## config.mk

```make
export PLATFORM = sky130hd
export DESIGN_NAME = fp_mul_round
export DESIGN_NICKNAME = d
export VERILOG_FILES = /design/src/rtl/fp_mul_round.sv
export SDC_FILE = /design/constraint.sdc
export NUM_CORES = 1
export LEC_CHECK = 0
export ABC_AREA = 0
export CAP_MARGIN = 10
export CORE_MARGIN = 8
export CORE_UTILIZATION = 45
export DETAILED_ROUTE_END_ITERATION = 12
export PLACE_DENSITY = 0.75
export SLEW_MARGIN = 10
export SYNTH_ARGS = -nofsm -noshare
export SYNTH_HDL_FRONTEND = slang
export SYNTH_SLANG_ARGS = --single-unit
```

## constraint.sdc

```tcl
create_clock -name CLK -period 8.2 [get_ports CLK]
set_input_delay 1.64 -clock CLK [delete_from_list [all_inputs] [get_ports CLK]]
set_output_delay 1.64 -clock CLK [all_outputs]
set_load 0.01 [all_outputs]
```

## src/rtl/fp_mul_round.sv

```systemverilog
// fp_mul_round: two-stage normalize/round/pack back end of an FP32 multiplier.
// Ports: CLK, RST (async, active-high); in_valid/in_ready with in_sign,
//   in_exp (10-bit signed biased sum), in_mant (48-bit raw product),
//   in_class (00 norm, 01 zero, 10 inf, 11 NaN); out_valid/out_ready with
//   result (FP32), overflow, underflow, inexact.
// Build option: define FPU_MUL_SUBNORM_EN for gradual underflow, otherwise
//   tiny results flush to signed zero.
module fp_mul_round (
  input  logic        CLK,
  input  logic        RST,
  input  logic        in_valid,
  output logic        in_ready,
  input  logic        in_sign,
  input  logic [9:0]  in_exp,
  input  logic [47:0] in_mant,
  input  logic [1:0]  in_class,
  output logic        out_valid,
  input  logic        out_ready,
  output logic [31:0] result,
  output logic        overflow,
  output logic        underflow,
  output logic        inexact
);

  localparam logic [1:0] C_ZERO = 2'b01;
  localparam logic [1:0] C_INF  = 2'b10;
  localparam logic [1:0] C_NAN  = 2'b11;

  logic w_adv;
  assign w_adv    = !out_valid || out_ready;
  assign in_ready = w_adv;

  // S1 normalize. A normal-class product always has bit 47 or 46 set,
  // so only the 23 fraction bits below the hidden one are carried.
  logic [22:0] w_n_frac;
  logic        w_n_g;
  logic        w_n_s;
  logic [9:0]  w_n_exp;

  always_comb begin
    if (in_mant[47]) begin
      w_n_frac = in_mant[46:24];
      w_n_g    = in_mant[23];
      w_n_s    = |in_mant[22:0];
      w_n_exp  = in_exp + 10'd1;
    end else begin
      w_n_frac = in_mant[45:23];
      w_n_g    = in_mant[22];
      w_n_s    = |in_mant[21:0];
      w_n_exp  = in_exp;
    end
  end

  logic               r_s1_valid;
  logic               r_s1_sign;
  logic [1:0]         r_s1_class;
  logic signed [9:0]  r_s1_exp;
  logic [22:0]        r_s1_frac;
  logic               r_s1_g;
  logic               r_s1_s;

  always_ff @(posedge CLK or posedge RST) begin
    if (RST) begin
      r_s1_valid <= 1'b0;
      r_s1_sign  <= 1'b0;
      r_s1_class <= 2'b00;
      r_s1_exp   <= '0;
      r_s1_frac  <= '0;
      r_s1_g     <= 1'b0;
      r_s1_s     <= 1'b0;
    end else if (w_adv) begin
      r_s1_valid <= in_valid;
      r_s1_sign  <= in_sign;
      r_s1_class <= in_class;
      r_s1_exp   <= w_n_exp;
      r_s1_frac  <= w_n_frac;
      r_s1_g     <= w_n_g;
      r_s1_s     <= w_n_s;
    end
  end

  // S2 round to nearest-even. Carry out of the fraction leaves it zero,
  // which is exactly 0x800000 with the exponent bumped.
  logic              w_inc;
  logic [23:0]       w_sum;
  logic signed [9:0] w_rexp;

  assign w_inc  = r_s1_g & (r_s1_s | r_s1_frac[0]);
  assign w_sum  = {1'b0, r_s1_frac} + {23'd0, w_inc};
  assign w_rexp = r_s1_exp + {9'd0, w_sum[23]};

`ifdef FPU_MUL_SUBNORM_EN
  // Denormalize the pre-round value so it is rounded only once.
  logic signed [9:0] w_dsh;
  logic [4:0]        w_sh;
  logic [49:0]       w_dv;
  logic [23:0]       w_dsig;
  logic              w_dg;
  logic              w_ds;
  logic              w_dinc;
  logic [23:0]       w_dsum;

  assign w_dsh  = 10'sd1 - r_s1_exp;
  assign w_sh   = (w_dsh > 10'sd25) ? 5'd25 : w_dsh[4:0];
  assign w_dv   = {1'b1, r_s1_frac, r_s1_g, 25'd0} >> w_sh;
  assign w_dsig = w_dv[49:26];
  assign w_dg   = w_dv[25];
  assign w_ds   = r_s1_s | (|w_dv[24:0]);
  assign w_dinc = w_dg & (w_ds | w_dsig[0]);
  // Bit 23 of the sum doubles as the exponent field when it rounds up.
  assign w_dsum = w_dsig + {23'd0, w_dinc};
`endif

  logic [31:0] w_res;
  logic        w_ovf;
  logic        w_unf;
  logic        w_inx;

  always_comb begin
    w_res = {r_s1_sign, w_rexp[7:0], w_sum[22:0]};
    w_ovf = 1'b0;
    w_unf = 1'b0;
    w_inx = r_s1_g | r_s1_s;
    if (r_s1_class == C_ZERO) begin
      w_res = {r_s1_sign, 31'd0};
      w_inx = 1'b0;
    end else if (r_s1_class == C_INF) begin
      w_res = {r_s1_sign, 8'hFF, 23'd0};
      w_inx = 1'b0;
    end else if (r_s1_class == C_NAN) begin
      w_res = 32'h7FC0_0000;
      w_inx = 1'b0;
    end else if (w_rexp >= 10'sd255) begin
      w_res = {r_s1_sign, 8'hFF, 23'd0};
      w_ovf = 1'b1;
      w_inx = 1'b1;
    end else if (w_rexp <= 10'sd0) begin
`ifdef FPU_MUL_SUBNORM_EN
      w_res = {r_s1_sign, 7'd0, w_dsum};
      w_inx = w_dg | w_ds;
      w_unf = w_dg | w_ds;
`else
      w_res = {r_s1_sign, 31'd0};
      w_unf = 1'b1;
      w_inx = 1'b1;
`endif
    end
  end

  always_ff @(posedge CLK or posedge RST) begin
    if (RST) begin
      out_valid <= 1'b0;
      result    <= 32'd0;
      overflow  <= 1'b0;
      underflow <= 1'b0;
      inexact   <= 1'b0;
    end else if (w_adv) begin
      out_valid <= r_s1_valid;
      result    <= w_res;
      overflow  <= w_ovf;
      underflow <= w_unf;
      inexact   <= w_inx;
    end
  end

endmodule

```

# After elaboration in Yosys (flattened, before gate mapping)

Cells that the tools add are included.

Register bits: 75
Bits in latches: 0
Memory bits (writable): 0
Bits in read-only memories: 0
Bits of input ports: 65
Logic and storage cells: 50
Memories: 0

Add/subtract/negate cells: 3
Multipliers: 0
Divide/modulo/power cells: 0
$lt $le $gt $ge: 2
Equality and inequality tests: 3
Shift-type cells: 0
Muxes and demuxes: 23
Bitwise gates (word level): 3
Reduce and logical (&&, ||, !) cells: 4

Operators by type and width:

| cell                  | number |
|---|---|
| $mux 32               | 3 |
| $mux 31               | 2 |
| $add 23x1->24         | 1 |
| $mux 23               | 1 |
| $reduce_or 23->1      | 1 |
| $reduce_or 22->1      | 1 |
| $mux 1                | 16 |
| $add 10x1->10         | 1 |
| $add 10x1->10 const B | 1 |
| $ge 10x9->1 const B   | 1 |
| $le 10x1->1 const B   | 1 |
| $mux 10               | 1 |
| $eq 2x2->1 const B    | 2 |
| $eq 2x1->1 const B    | 1 |
| $or 1x1->1            | 2 |
| $and 1x1->1           | 1 |
| $logic_not 1->1       | 1 |
| $logic_or 1x1->1      | 1 |

# Logic depth before layout (Yosys ltp)

Gate-level depths: netlist of the first run.

Depth in word-level cells: 10
Gate-level depth with buffers: 15
Gate-level depth less buffers: 14

# Worst setup path before layout of the first run

OpenSTA, ideal clock, no wires.

Path kind: input-to-output
Start: input out_ready
End: output in_ready
Arrival: 2287 ps
Slack: 4273 ps
Stages: 4
Path buffers: 2
Path through: nor2b_1 clkbuf_1 inv_1 clkbuf_1

Longest elaborated chain between the ends: 1

RTL lines:

| what             | line | source |
|---|---|---|
| from (decl)      | 18   | `input logic out_ready,` |
| $logic_or 1x1->1 | 30   | `assign w_adv = !out_valid \|\| out_ready;` |
| to (decl)        | 12   | `output logic in_ready,` |

No other way between the ends.

# Final worst setup path of the first run

Ends and elaborated chain as after synthesis.

==> impl_metrics.yaml, run 1 <==
outcome:
  status: "finished clean"
placed_design:
  pre_cts_slack_ps: 2628
  gp_congestion: 0.8694
  portBuffers: 101
  place_hpwl_mm: 7.047
critical_path:
  path_max_fanout: 109
  end_kind: "output pin"
  rrSetupSlack_ps: 3900
  crit_type: "primary input to output pin"
  worstSetupStartpointType: "primary input"
  crit_required_ps: 6560
  cp_common_cell: "clkdlybuf4s50_1"
  cpMaxStageDelayCell: "buf_4"
  worstPathCellList: "clkdlybuf4s50_1 -> nor2b_4 -> buf_4 -> inv_1 -> clkdlybuf4s50_1"
  crit_arrival_ps: 3910
  cpPeakStageDelay_ps: 710
grt:
  grt-ovfl-total: 0
  grt_use_total_pct: 16.81
  grt_pass1_vias: 3308
  antenna_found_initial: 0
  grt_max_degree: 110
  grt_pass1_wl_mm: 15.99
final_layout:
  diodes: 0
  area_growth_pct: 33.30
  drive_gt1_share_pct: 5.405
  multi_input_area_sq_mm: 0.001892
  seq_area_sq_mm: 0.001877
  fillers: 764
  nNetsFinal: 583
floorplanning:
  rows: 34
  coreArea_sq_mm: 0.008551
  dieArea_sq_mm: 0.01186
  ioPinCount: 102
  die_w_microns: 108.9
  start_util_pct: 45.43
  die_h_microns: 108.9
clock_tree:
  cts_resized: 0
  postCtsSetupBuffers: 0
  postCtsHoldBufs: 0
  cts.htree.levels: 3
  cts_buffer_depth: 2
  cts.sinks: 75
  cts_inserted_buffers: 9
  cts_tree: "done"
  cts_root_buf: "clkbuf_8"
  clk_pin_slew_ps: 80
  clock_latency_ps: 350
synthesis:
  syn-instance-count: 420
  yosysUniqueCellTypes: 39
  ys_seq_area_share_pct: 48.31
  yosysWarnings: 0
  async_flop_share_pct: 100.0
  syn-num-nets: 490
  synth_edf_count: 0
  ys.flop_type: "dfrtp_1"
  syn_area_sq_mm: 0.003885
  synth_area_leaders: "dfrtp_1 48%, nand2_1 8.6%, mux2i_1 6.4%"
  yosys.area.top_type: "dfrtp_1"
  synth-seq-cells: 75
  syn_area_per_cell_sq_um: 9.250
  synth.most_common_cell: "nand2_1"
  synth_top_area_share_pct: 48.31
  netlist_top_cells_count: "89 x nand2_1, 75 x dfrtp_1, 44 x o21ai_0"
sta:
  slew_headroom_pct: 36.64
  worst_slack_ps: 2648
  fin_crit_ps: 5552
  fin_setup_tns_ps: 0
  finalSetupViolCount: 0
  hold_viol: 0
  rsz0062_at_grt: "false"
  finalClockSkew_ps: 11.32
  finalMaxSlewViolations: 0
  tightest_slew_ps: 950.4
  max_freq_mhz: 180.1
  fin_crit_sh_pct: 67.71
power_and_ir_drop:
  p_per_area_mw_per_mm2: 197.5
  p_leak_uw: 0.002109
  peakVddDrop_v: 0.00009232
detailed_routing:
  ant_nets: 0
  routed.top_layer: "met4"
  wl_met2_mm: 4.945
  wl_met1_mm: 4.137
  drt_iter0_drc: 116
  post_drt_wl_per_cell_microns: 15.42
  viasPerCell: 5.265
  drc_errors: 0
  firstDrtPassIters: 4
  drt-total-wl_mm: 9.653
  met3_length_microns: 424
  routed-via-count: 3296
worst_hold_path:
  hold_class: "register to register"
run:
  maxCapViolCount: 0
-- area by class of cell --
cell class / count / share of cell area [%]
clock inverter: 4 / 1.401
inverter: 7 / 0.5074
tap: 108 / 2.609
sequential: 75 / 36.24
multi-input combinational: 317 / 36.53
clock buffer: 12 / 2.996
timing repair buffer: 103 / 19.71
-- final timing paths --
check                      startpoint          to  cells past startpoint
hold reg to reg            r_s1_valid  r_s1_valid                      2
min in group asynchronous         RST  result[31]                      3
setup reg to reg               r_s1_s  result[21]                     13
setup / recovery            out_ready    in_ready                      5
hold / removal             r_s1_valid  r_s1_valid                      2
max in group asynchronous         RST   result[5]                      3
-- report_power, final --
group	total, uW	switching [uW]	internal (uW)	leakage [uW]
Combinational	230	110	120	0.00106
Clock	323	135	188	0.000113
Sequential	469	48.9	420	0.000935
-- logic make-up after synthesis --
| kind of cell | after synthesis | share of synthesized area, % |
|---|---|---|
| simple gates | 165 | 19.94 |
| compound gates | 83 | 11.72 |
| flops | 75 | 48.31 |
| xor+xnor | 39 | 8.792 |
| buf+inv | 28 | 3.188 |
| mux | 25 | 6.441 |
| fa+ha+maj | 5 | 1.610 |
-- sequential cells by signal, indices dropped and copies added, names as in the netlist, 2 cells and up --
signal	flops
r_s1_class	2
r_s1_exp	10
r_s1_frac	23
result	32
-- layout by cell type, fill, tap and decap left out, types with 3 or more instances in the layout --
cell type        netlist  routed
nand3_1               19      19
o21ai_1               19      19
inv_1                  7       6
clkbuf_8               0      11
o21ai_0               44      44
mux2i_1               25      25
nand4_1                7       7
clkdlybuf4s50_1        0     100
nand2_1               89      89
a22oi_1                7       7
and4_1                 3       3
ha_1                   5       5
xnor2_1               14      14
nor3_1                10      10
xor2_1                25      25
nor4_1                 4       4
nor2_1                16      16
a21oi_1                7       7
dfrtp_1               75      75
-- routing by layer --
metal  global-route usage [%]  vias to the layer above
met5                        0                        -
met2                    28.38                       82
li1                         -                     1640
met1                    21.17                     1561
met4                    6.549                        0
met3                    2.600                       13
-- stage by stage --
| stage | util [%] | hold WS, ps | total power (uW) | area, sq um | std cells |
|---|---|---|---|---|---|
| CTS | 60.56 | 476.9 | 1030 | 5179 | 626 |
| global placement | 57.90 | 449.7 | 700.0 | 4951 | 610 |
| global route | 60.56 | 504.5 | 1072 | 5179 | 626 |
| floorplan | - | 430.0 | 591.4 | 3885 | 420 |
| finish | 60.56 | 479.2 | 1023 | 5179 | 626 |
| detailed placement | 57.90 | 455.7 | 708.1 | 4951 | 610 |
-- worst max-delay path, delay by kind of cell --
family | cells | cell delay, ps
simple gates | 1 | 110
buf+inv | 4 | 2150
Power figures use the tool's default switching activity.
==> run 2, diff against run 1 <==
Settings changed: CORE_UTILIZATION 45 to 44, PLACE_DENSITY 0.75 to 0.76.
Clock period 8.2 ns to 4.9 ns, I/O delays scaled along.
==> impl_metrics.yaml, run 2 (same netlist as run 1, synthesis figures left out) <==
grt:
  grt_use_total_pct: 16.49
  antenna_found_initial: 0
  grt_max_degree: 109
  grt_pass1_vias: 3235
  grt_pass1_wl_mm: 15.75
  grt-ovfl-total: 0
power_and_ir_drop:
  intPower_uw: 1244
  switchingPower_uw: 500.3
  p_leak_uw: 0.002113
  seqPwrFrac_pct: 45.2
  peakVddDrop_v: 0.0001994
  switching_share_pct: 28.68
  comb_power_share_pct: 22.1
  clock_power_share_pct: 32.7
  p_per_area_mw_per_mm2: 336.1
detailed_routing:
  drt-total-wl_mm: 9.612
  viasPerCell: 5.219
  routed-via-count: 3267
  drc_errors: 0
  firstDrtPassIters: 4
  post_drt_wl_per_cell_microns: 15.35
  drt_iter0_drc: 132
  ant_nets: 0
worst_hold_path:
  hp-start: "r_s1_valid"
  hold_class: "register to register"
  hold_path_depth: 2
  holdPathEnd: "r_s1_valid"
placed_design:
  gp_congestion: 0.9116
  portBuffers: 101
  place_hpwl_mm: 7.282
  dp_cells: 610
  dpl_cell_area_sq_mm: 0.004951
floorplanning:
  start_util_pct: 44.99
  die_w_microns: 110.0
  rows: 34
  die_h_microns: 110.0
  ioPinCount: 102
  coreArea_sq_mm: 0.008636
  dieArea_sq_mm: 0.01209
critical_path:
  path_buf_inv: 0
  cpMaxStageDelayCell: "o41ai_1"
  crit_type: "register to register"
  path_max_fanout: 23
  reg2reg_to: "result[20]"
  crit_arrival_ps: 4220
  cpPeakStageDelay_ps: 680
  end_kind: "register"
  reg2regPathDepth: 13
  worstPathCellList: "o21a_1 -> ha_1 -> nand3_1 -> nor3_1 -> nand3_1 -> nor2_1 -> ha_1 -> ha_1 -> xor2_1 -> nand4_1 -> o41ai_1 -> or4_4 -> o21ai_0"
  rrSetupSlack_ps: 890
  worstSetupStartpointType: "register"
  crit_required_ps: 5120
  r2r-start: "r_s1_g"
  path_delay_family: "simple AND/OR/NAND/NOR gates"
  cp_common_cell: "ha_1"
final_layout:
  top_regs: "result: 32 flops, r_s1_frac: 23 flops, r_s1_exp: 10 flops"
  regMostFlops: "result"
  most-common-layout-cells: "100 x clkdlybuf4s50_1, 89 x nand2_1, 75 x dfrtp_1, 44 x o21ai_0"
  utilization_pct: 60.10
  nNetsFinal: 583
  stdcell_area_sq_mm: 0.005190
  final_cell_count_no_fill: 626
  drive_gt1_share_pct: 5.405
  largest_reg_flops: 32
  area_growth_pct: 33.59
  final_common_cell: "clkdlybuf4s50_1"
  fillers: 741
  diodes: 0
sta:
  fin_crit_sh_pct: 81.74
  fin_crit_ps: 4005
  slew_headroom_pct: 34.97
  tightest_slew_ps: 974.1
  rsz0062_at_grt: "false"
  whs_ps: 460.9
  max_freq_mhz: 249.7
  finalSetupViolCount: 0
  finalMaxSlewViolations: 0
  finalClockSkew_ps: 8.879
  fin_setup_tns_ps: 0
  hold_viol: 0
clock_tree:
  cts_buffer_depth: 2
  clock_latency_ps: 340
  clk_pin_slew_ps: 80
  cts_tree: "done"
  postCtsSetupBuffers: 0
  cts.htree.levels: 3
  cts_inserted_buffers: 9
  postCtsHoldBufs: 0
  cts_root_buf: "clkbuf_8"
  cts_resized: 0
  cts.sinks: 75
run:
  maxCapViolCount: 0
outcome:
  status: "finished clean"
## run 2: cell type report
cell class | instances | area (sq um) | area share (%)
repair buffers | 103 | 1021 | 19.67
flip-flops and latches | 75 | 1877 | 36.16
clock buffers | 10 | 127.6 | 2.459
multi-input cells | 317 | 1892 | 36.45
well taps | 108 | 135.1 | 2.604
clock inverters | 6 | 111.4 | 2.146
inverters | 7 | 26.28 | 0.5063
## run 2: per-stage QoR
stage          total power (uW)  worst slack, ps
2_1_floorplan             989.7             1581
3_3_place_gp               1177             1147
3_5_place_dp               1190            922.7
4_1_cts                    1758            926.5
5_1_grt                    1834            535.2
6_report                   1744            894.5
## run 2: power groups by stage
stage | registers [uW] | clock network, uW | logic (uW)
floorplan | 794 | 0 | 196
global placement | 795 | 0 | 382
detailed placement | 800 | 0 | 390
CTS | 788 | 579 | 391
global route | 801 | 608 | 425
finish | 789 | 570 | 386
## run 2: routing by layer
layer / vias to the layer above / track usage (%) / wire length (microns)
met5: - / 0 / 0
met4: 0 / 7.907 / 208
met3: 17 / 3.400 / 524
met2: 88 / 26.71 / 4757
met1: 1524 / 20.55 / 4122
li1: 1638 / - / -
## run 2: worst max path at each step
stage,from,endpoint,slack (ps),cells past startpoint
after floorplan,r_s1_frac[0],result[22],1580,15
after global placement,r_s1_frac[0],result[19],1150,13
after detailed placement,r_s1_frac[0],result[20],920,13
after CTS,r_s1_frac[0],result[20],930,13
after global routing,r_s1_g,result[20],540,13
final,r_s1_g,result[20],890,13
## run 2: worst reg2reg max path: cells and delay by family (launching register included)
family	cells	cell delay, ps
flip-flops	1	380
AND/OR/NAND/NOR	6	1650
adder cells (fa/ha/maj)	3	670
XOR/XNOR	1	210
AO/OA/AOI/OAI	3	980
